[src/rtl/axil_cmd_pkg.sv]
// Shared opcodes, status bytes and FSM state type for the byte-stream AXI-Lite command master.
// The optional inter-byte timeout is enabled by defining AXIL_CMD_TIMEOUT_EN.
package axil_cmd_pkg;

    localparam logic [7:0] OP_WRITE   = 8'h01;
    localparam logic [7:0] OP_READ    = 8'h02;
    localparam logic [7:0] ST_BADOP   = 8'hEE;
    localparam logic [7:0] ST_TIMEOUT = 8'hFD;

    // Wide enough to count up to five response bytes or four field bytes.
    localparam int CNT_W = 3;

    typedef enum logic [2:0] {
        IDLE,
        ADDR,
        DATA,
        WR,
        WR_B,
        RD_AR,
        RD_R,
        RESP
    } state_e;

    function automatic logic [7:0] statusByte(input logic [1:0] resp);
        return {6'b0, resp};
    endfunction

endpackage

[src/rtl/axil_cmd_rsp_ser.sv]
// Loadable response serializer: holds up to NBYTES bytes (first byte in the top lane) and
// streams them out one per accepted beat, flagging the final byte with tlast.
module axil_cmd_rsp_ser
    import axil_cmd_pkg::*;
#(
    parameter int NBYTES = 5
) (
    input  logic                  clk_i,
    input  logic                  arstn_i,
    input  logic                  load_i,
    input  logic [NBYTES*8-1:0]   data_i,
    input  logic [CNT_W-1:0]      count_i,
    output logic [7:0]            m_axis_tdata_o,
    output logic                  m_axis_tvalid_o,
    input  logic                  m_axis_tready_i,
    output logic                  m_axis_tlast_o,
    output logic                  busy_o,
    output logic                  done_o
);

    logic [NBYTES*8-1:0] buf_q, buf_d;
    logic [CNT_W-1:0]    cnt_q, cnt_d;
    logic                beat;

    assign m_axis_tvalid_o = (cnt_q != '0);
    assign m_axis_tdata_o  = buf_q[NBYTES*8-1 -: 8];
    assign m_axis_tlast_o  = (cnt_q == CNT_W'(1));
    assign beat            = m_axis_tvalid_o && m_axis_tready_i;
    assign busy_o          = m_axis_tvalid_o;
    assign done_o          = beat && m_axis_tlast_o;

    always_comb begin
        buf_d = buf_q;
        cnt_d = cnt_q;
        if (load_i) begin
            buf_d = data_i;
            cnt_d = count_i;
        end else if (beat) begin
            buf_d = buf_q << 8;
            cnt_d = cnt_q - CNT_W'(1);
        end
    end

    always_ff @(posedge clk_i or negedge arstn_i) begin
        if (!arstn_i) begin
            buf_q <= '0;
            cnt_q <= '0;
        end else begin
            buf_q <= buf_d;
            cnt_q <= cnt_d;
        end
    end

endmodule

[src/rtl/axil_cmd_master.sv]
// Byte-stream to AXI-Lite master: parses one framed read/write command, runs exactly one
// AXI-Lite transaction and returns a status/data frame. Inter-byte timeout: AXIL_CMD_TIMEOUT_EN.
module axil_cmd_master
    import axil_cmd_pkg::*;
#(
    parameter int AXIL_ADDR_WIDTH = 32,
    parameter int AXIL_DATA_WIDTH = 32,
    parameter int TIMEOUT_CYCLES  = 50_000_000
) (
    input  logic                         clk_i,
    input  logic                         arstn_i,

    input  logic [7:0]                   s_axis_tdata_i,
    input  logic                         s_axis_tvalid_i,
    output logic                         s_axis_tready_o,

    output logic [7:0]                   m_axis_tdata_o,
    output logic                         m_axis_tvalid_o,
    input  logic                         m_axis_tready_i,
    output logic                         m_axis_tlast_o,

    output logic [AXIL_ADDR_WIDTH-1:0]   m_axil_awaddr_o,
    output logic [2:0]                   m_axil_awprot_o,
    output logic                         m_axil_awvalid_o,
    input  logic                         m_axil_awready_i,
    output logic [AXIL_DATA_WIDTH-1:0]   m_axil_wdata_o,
    output logic [AXIL_DATA_WIDTH/8-1:0] m_axil_wstrb_o,
    output logic                         m_axil_wvalid_o,
    input  logic                         m_axil_wready_i,
    input  logic [1:0]                   m_axil_bresp_i,
    input  logic                         m_axil_bvalid_i,
    output logic                         m_axil_bready_o,
    output logic [AXIL_ADDR_WIDTH-1:0]   m_axil_araddr_o,
    output logic [2:0]                   m_axil_arprot_o,
    output logic                         m_axil_arvalid_o,
    input  logic                         m_axil_arready_i,
    input  logic [AXIL_DATA_WIDTH-1:0]   m_axil_rdata_i,
    input  logic [1:0]                   m_axil_rresp_i,
    input  logic                         m_axil_rvalid_i,
    output logic                         m_axil_rready_o
);

    localparam int AB    = AXIL_ADDR_WIDTH / 8;
    localparam int DB    = AXIL_DATA_WIDTH / 8;
    localparam int RSP_N = DB + 1;
    localparam int RSP_W = RSP_N * 8;

    state_e                       state_q, state_d;
    logic [CNT_W-1:0]             byteCnt_q, byteCnt_d;
    logic [AXIL_ADDR_WIDTH-1:0]   addr_q, addr_d;
    logic [AXIL_DATA_WIDTH-1:0]   data_q, data_d;
    logic                         isWrite_q, isWrite_d;
    logic                         awDone_q, awDone_d;
    logic                         wDone_q, wDone_d;
    logic                         active_q;

    logic                         serLoad;
    logic [RSP_W-1:0]             serData;
    logic [CNT_W-1:0]             serCount;
    logic                         serBusy;
    logic                         serDone;
    logic                         accept;
    logic                         awHs;
    logic                         wHs;

`ifdef AXIL_CMD_TIMEOUT_EN
    localparam int TMR_W = (TIMEOUT_CYCLES > 1) ? $clog2(TIMEOUT_CYCLES) : 1;
    logic [TMR_W-1:0] tmr_q, tmr_d;
`endif

    assign m_axil_awaddr_o = addr_q;
    assign m_axil_araddr_o = addr_q;
    assign m_axil_wdata_o  = data_q;
    assign m_axil_wstrb_o  = '1;
    assign m_axil_awprot_o = 3'b000;
    assign m_axil_arprot_o = 3'b000;

    // active_q keeps tready low while reset is held even though the state reads IDLE.
    always_comb begin
        state_d          = state_q;
        byteCnt_d        = byteCnt_q;
        addr_d           = addr_q;
        data_d           = data_q;
        isWrite_d        = isWrite_q;
        awDone_d         = awDone_q;
        wDone_d          = wDone_q;
        serLoad          = 1'b0;
        serData          = '0;
        serCount         = '0;
        m_axil_awvalid_o = 1'b0;
        m_axil_wvalid_o  = 1'b0;
        m_axil_bready_o  = 1'b0;
        m_axil_arvalid_o = 1'b0;
        m_axil_rready_o  = 1'b0;
        awHs             = 1'b0;
        wHs              = 1'b0;
        s_axis_tready_o  = active_q && !serBusy &&
                           (state_q == IDLE || state_q == ADDR || state_q == DATA);
        accept           = s_axis_tvalid_i && s_axis_tready_o;

        case (state_q)
            IDLE: begin
                if (accept) begin
                    if (s_axis_tdata_i == OP_WRITE || s_axis_tdata_i == OP_READ) begin
                        isWrite_d = (s_axis_tdata_i == OP_WRITE);
                        byteCnt_d = '0;
                        state_d   = ADDR;
                    end else begin
                        serLoad  = 1'b1;
                        serData  = {ST_BADOP, {(RSP_W-8){1'b0}}};
                        serCount = CNT_W'(1);
                        state_d  = RESP;
                    end
                end
            end
            ADDR: begin
                if (accept) begin
                    addr_d = AXIL_ADDR_WIDTH'({addr_q, s_axis_tdata_i});
                    if (byteCnt_q == CNT_W'(AB-1)) begin
                        byteCnt_d = '0;
                        state_d   = isWrite_q ? DATA : RD_AR;
                    end else begin
                        byteCnt_d = byteCnt_q + CNT_W'(1);
                    end
                end
            end
            DATA: begin
                if (accept) begin
                    data_d = AXIL_DATA_WIDTH'({data_q, s_axis_tdata_i});
                    if (byteCnt_q == CNT_W'(DB-1)) begin
                        byteCnt_d = '0;
                        state_d   = WR;
                    end else begin
                        byteCnt_d = byteCnt_q + CNT_W'(1);
                    end
                end
            end
            // AW and W are tracked separately so either channel may complete first.
            WR: begin
                m_axil_awvalid_o = !awDone_q;
                m_axil_wvalid_o  = !wDone_q;
                awHs             = awDone_q || m_axil_awready_i;
                wHs              = wDone_q || m_axil_wready_i;
                if (awHs && wHs) begin
                    awDone_d = 1'b0;
                    wDone_d  = 1'b0;
                    state_d  = WR_B;
                end else begin
                    awDone_d = awHs;
                    wDone_d  = wHs;
                end
            end
            WR_B: begin
                m_axil_bready_o = 1'b1;
                if (m_axil_bvalid_i) begin
                    serLoad  = 1'b1;
                    serData  = {statusByte(m_axil_bresp_i), {(RSP_W-8){1'b0}}};
                    serCount = CNT_W'(1);
                    state_d  = RESP;
                end
            end
            RD_AR: begin
                m_axil_arvalid_o = 1'b1;
                if (m_axil_arready_i) begin
                    state_d = RD_R;
                end
            end
            RD_R: begin
                m_axil_rready_o = 1'b1;
                if (m_axil_rvalid_i) begin
                    serLoad  = 1'b1;
                    serData  = {statusByte(m_axil_rresp_i), m_axil_rdata_i};
                    serCount = CNT_W'(RSP_N);
                    state_d  = RESP;
                end
            end
            RESP: begin
                if (serDone) begin
                    state_d = IDLE;
                end
            end
            default: state_d = IDLE;
        endcase

`ifdef AXIL_CMD_TIMEOUT_EN
        // A stalled partial frame is dropped and answered with a single timeout byte.
        tmr_d = '0;
        if ((state_q == ADDR || state_q == DATA) && !accept) begin
            if (tmr_q == TMR_W'(TIMEOUT_CYCLES-1)) begin
                byteCnt_d = '0;
                serLoad   = 1'b1;
                serData   = {ST_TIMEOUT, {(RSP_W-8){1'b0}}};
                serCount  = CNT_W'(1);
                state_d   = RESP;
            end else begin
                tmr_d = tmr_q + TMR_W'(1);
            end
        end
`endif
    end

    always_ff @(posedge clk_i or negedge arstn_i) begin
        if (!arstn_i) begin
            state_q   <= IDLE;
            byteCnt_q <= '0;
            addr_q    <= '0;
            data_q    <= '0;
            isWrite_q <= 1'b0;
            awDone_q  <= 1'b0;
            wDone_q   <= 1'b0;
            active_q  <= 1'b0;
        end else begin
            state_q   <= state_d;
            byteCnt_q <= byteCnt_d;
            addr_q    <= addr_d;
            data_q    <= data_d;
            isWrite_q <= isWrite_d;
            awDone_q  <= awDone_d;
            wDone_q   <= wDone_d;
            active_q  <= 1'b1;
        end
    end

`ifdef AXIL_CMD_TIMEOUT_EN
    always_ff @(posedge clk_i or negedge arstn_i) begin
        if (!arstn_i) begin
            tmr_q <= '0;
        end else begin
            tmr_q <= tmr_d;
        end
    end
`endif

    axil_cmd_rsp_ser #(
        .NBYTES (RSP_N)
    ) u_rsp_ser (
        .clk_i           (clk_i),
        .arstn_i         (arstn_i),
        .load_i          (serLoad),
        .data_i          (serData),
        .count_i         (serCount),
        .m_axis_tdata_o  (m_axis_tdata_o),
        .m_axis_tvalid_o (m_axis_tvalid_o),
        .m_axis_tready_i (m_axis_tready_i),
        .m_axis_tlast_o  (m_axis_tlast_o),
        .busy_o          (serBusy),
        .done_o          (serDone)
    );

endmodule

[config.mk]
export PLATFORM = sky130hd
export DESIGN_NAME = axil_cmd_master
export DESIGN_NICKNAME = d
export VERILOG_FILES = /design/src/rtl/axil_cmd_pkg.sv /design/src/rtl/axil_cmd_rsp_ser.sv /design/src/rtl/axil_cmd_master.sv
export SDC_FILE = /design/constraint.sdc
export NUM_CORES = 1
export LEC_CHECK = 0
export ABC_AREA = 1
export CAP_MARGIN = 20
export CORE_MARGIN = 4
export CORE_UTILIZATION = 47
export DETAILED_ROUTE_END_ITERATION = 12
export PLACE_DENSITY = 0.8
export SLEW_MARGIN = 20
export SYNTH_ARGS = -nofsm -noshare
export SYNTH_HDL_FRONTEND = slang
export SYNTH_SLANG_ARGS = --single-unit
[constraint.sdc]
create_clock -name clk_i -period 2.28 [get_ports clk_i]
set_input_delay 0.57 -clock clk_i [delete_from_list [all_inputs] [get_ports clk_i]]
set_output_delay 0.57 -clock clk_i [all_outputs]
set_load 0.01 [all_outputs]
==> implementation parameters <==
Parameter                              Value

Status
  Status    complete, no violations

Critical path
  Critical Path Source Type    register
  Largest stage delay, worst path    roughly 0.4 ns
  Required time worst endpoint    1.71 ns
  Critical-path cell list    inv_1 -> ha_1 -> buf_4 -> nand2_1 -> dlygate4sd2_1
  Launch point of the worst path    u_rsp_ser.cnt_q[0]
  Number of buffer and inverter instances along the worst setup path    3
  Data arrival time of the critical path    1.61 ns
  Slowest-stage cell, CP    dfrtp_1
  Crit path kind    reg2out
  Worst setup EP type    output pin
  Cell family with most CP delay    buffers and inverters
  Biggest fanout along the worst timing path    3
  Worst reg2reg startpoint    u_rsp_ser.cnt_q[0]

Clock network
  Buffer levels on the longest clock path    2
  Worst-skew pair later-pin latency    about 0.4 ns
  Clock tree root driver cell    clkbuf_16
  Number of clock sinks seen by CTS    117
  Number of levels in the clock H-tree    4
  Number of buffers created by CTS    17
  Clock tree from TritonCTS    yes
  Buffers inserted during post-CTS setup optimization    0
  Clock slew seen by the registers of the worst setup and hold paths    about 0.05 ns

Synth
  Number of library cell types mapped by synthesis    30
  Register bit count reported by yosys    roughly 120
  Yosys warns    0
  Portion of the post-synthesis area used by sequential elements    0.513
  Mapped Area    5700 um^2
  Syn Inst Count    708
  Syn_area_per_cell    8.05 um^2

Timing
  Clock period minus worst slack    2.18 ns
  Final worst slack    0.0982 ns
  Hold Slack    between 0.08 and 0.09 ns
  Final total negative setup slack    0 ns
  Final Hold Fails    0
  Worst clock skew    about 0.0064 ns
  Period utilisation layout    0.957
  Max frequency    458 MHz
  Final-report setup violation count    0
  RSZ-0062 raised after global routing    false
  Number of pins exceeding their max-slew limit in the final report    0

Cells and area
  Most frequent standard cell in the layout excluding fill and tap cells    nand2_1
  Layout Area Growth over Synthesis    38.0%
  Area taken by flip-flops and latches    ~3000 um^2
  Final-stage net count    between 800 and 900
  Area taken by multi-input logic gates    2010 um^2
  Layout filler cell count    931
  Layout cell share with drive strength beyond 1    0.0824
  Highest-count cells in the layout ignoring fill and taps    nand2_1, clkdlybuf4s50_1, dfrtp_1
  Finished layout cell area    roughly 7900 um^2
  Fin cells    993
  Diode count    0

Drt
  First-pass iteration count of the detailed router    5
  Aggregate routed wire length    14,200 um
  Residual DRC count    0
  Number of nets still failing antenna checks after routing    0
  Vias post-DR    4,821
  Number of DRC violations after detailed-routing iteration 0    360
  Routed len/inst    14.3 um
  Average vias per placed instance    4.85

Global routing
  Aggregate global-route resource usage    0.210
  Met3 Track Usage GR    0.0568
  Wire length of the first global-routing pass    23,800 um
  Layer with the highest usage    met2
  Vias in the first global route    4,859
  Global-route track usage on met1    0.252
  Maximum number of pins on one net before global-route repair    65
  Antenna violations before repair    0
  Met2 track demand over resource    0.353
  Remaining global-route overflow    0

Placement
  Placed Area    7270 um^2
  Hpwl dp    approximately 10,000 um
  Pre-CTS setup slack    0.0382 ns
  Cells after DPL    ~960
  PortBufs    164
  Global placer's final weighted congestion    between 0.8 and 0.9

Floorplan
  Width of the die    118 um
  Effective utilization at floorplan    0.489
  Die Area    14,000 um^2
  Standard-cell rows    39
  Floorplan core area    about 12,000 um^2
  Ports placed on the boundary    175
  Chip height    about 120 um

Run
  Max-cap violations    0

Pwr
  IR Drop Worst-Case VDD    0.000560 V
  Power density of the placed cells    1250 nW/um^2
  Leakage Power    3.99 nW

Min path
  Class of the tightest hold or removal check    in2async
routing by layer:
layer,up-vias,share of wire
li1,2387,-
met1,2220,0.40
met2,180,0.51
met3,34,0.063
met4,0,0.029
met5,-,0
worst reg2reg max path, delay by kind of cell (launching register included):
kind                     cells  cell delay (ns)
adder cells (fa/ha/maj)      1             0.22
flip-flops                   1             0.40
AND/OR/NAND/NOR              6             0.93
buffers and inverters        4             0.48
kinds of logic after synthesis:
group                      after synthesis  share of synthesized area
AOI/OAI and AO/OA                       80                     0.0713
and+or+nand+nor                        356                      0.263
xor gates and xnor gates                 1                    0.00154
other                                    2                    0.00132
DFF                                    117                      0.513
adders and majority gates                4                    0.00878
buffers and inverters                  148                      0.141
state kept, by name, indices dropped and copies added, names as in the netlist:
| signal | cells |
|---|---|
| active_q | 1 |
| m_axil_wdata_o | 32 |
| u_rsp_ser.buf_q | 40 |
| state_q | 3 |
| m_axil_araddr_o | 32 |
| awDone_q | 1 |
| u_rsp_ser.cnt_q | 3 |
| wDone_q | 1 |
| byteCnt_q | 3 |
| isWrite_q | 1 |
cells in the mapped netlist, drive strengths merged:
master | count | area, um^2
nor2 | 42 | 173
clkinv | 1 | 3.75
buf | 70 | 507
conb | 2 | 7.51
clkbuf | 8 | 30.0
a21oi | 19 | 95.1
nand3b | 1 | 7.51
ha | 4 | 50.1
o31ai | 1 | 7.51
nand4 | 4 | 31.3
xnor2 | 1 | 8.76
inv | 69 | 262
nand2 | 267 | 1040
o21ai | 58 | 290
nand3 | 40 | 240
o22ai | 1 | 6.26
dfrtp | 117 | 2930
nor3 | 2 | 10.0
a21boi | 1 | 7.51
repair_timing:
item | 4_1_cts | 5_1_grt
pin swaps | 0 | 0
gates resized for setup | 9 | 1
hold endpoints to repair | 0 | 0
hold buffers | 0 | 0
endpoints found under the setup margin | 8 | 1
power by group:
| group | switching, mW | internal [mW] |
|---|---|---|
| combinational | 2.02 | 1.84 |
| sequential | 0.484 | 2.76 |
| clock | 0.911 | 1.84 |
worst paths after layout:
| path | endpoint | slack (ns) | depth (start not counted) |
|---|---|---|---|
| worst min-delay path | u_rsp_ser.buf_q[5] | 0.08 | 1 |
| worst min register to register | u_rsp_ser.cnt_q[1] | 0.47 | 2 |
| worst max-delay path | m_axis_tvalid_o | 0.1 | 5 |
| max in group asynchronous | m_axil_araddr_o[26] | 1.58 | 2 |
| worst max register to register | u_rsp_ser.buf_q[8] | 0.15 | 11 |
| min in group clk_i | u_rsp_ser.cnt_q[1] | 0.47 | 2 |
stage by stage:
stage | total power, mW | util
floorplan | 5.46 | -
global placement | 6.98 | 0.623
detailed placement | 7.16 | 0.623
CTS | 9.94 | 0.674
global route | 10.5 | 0.675
finish | 9.86 | 0.675
cell type report:
type                       count  area share
clock buffer                  21      0.0573
clock inverter                 9      0.0196
inverter                      70      0.0337
multi-input combinational    452       0.255
sequential                   117       0.372
tap                          143      0.0227
timing repair buffer         181       0.239
No activity file was read; power rests on OpenSTA's default activity.
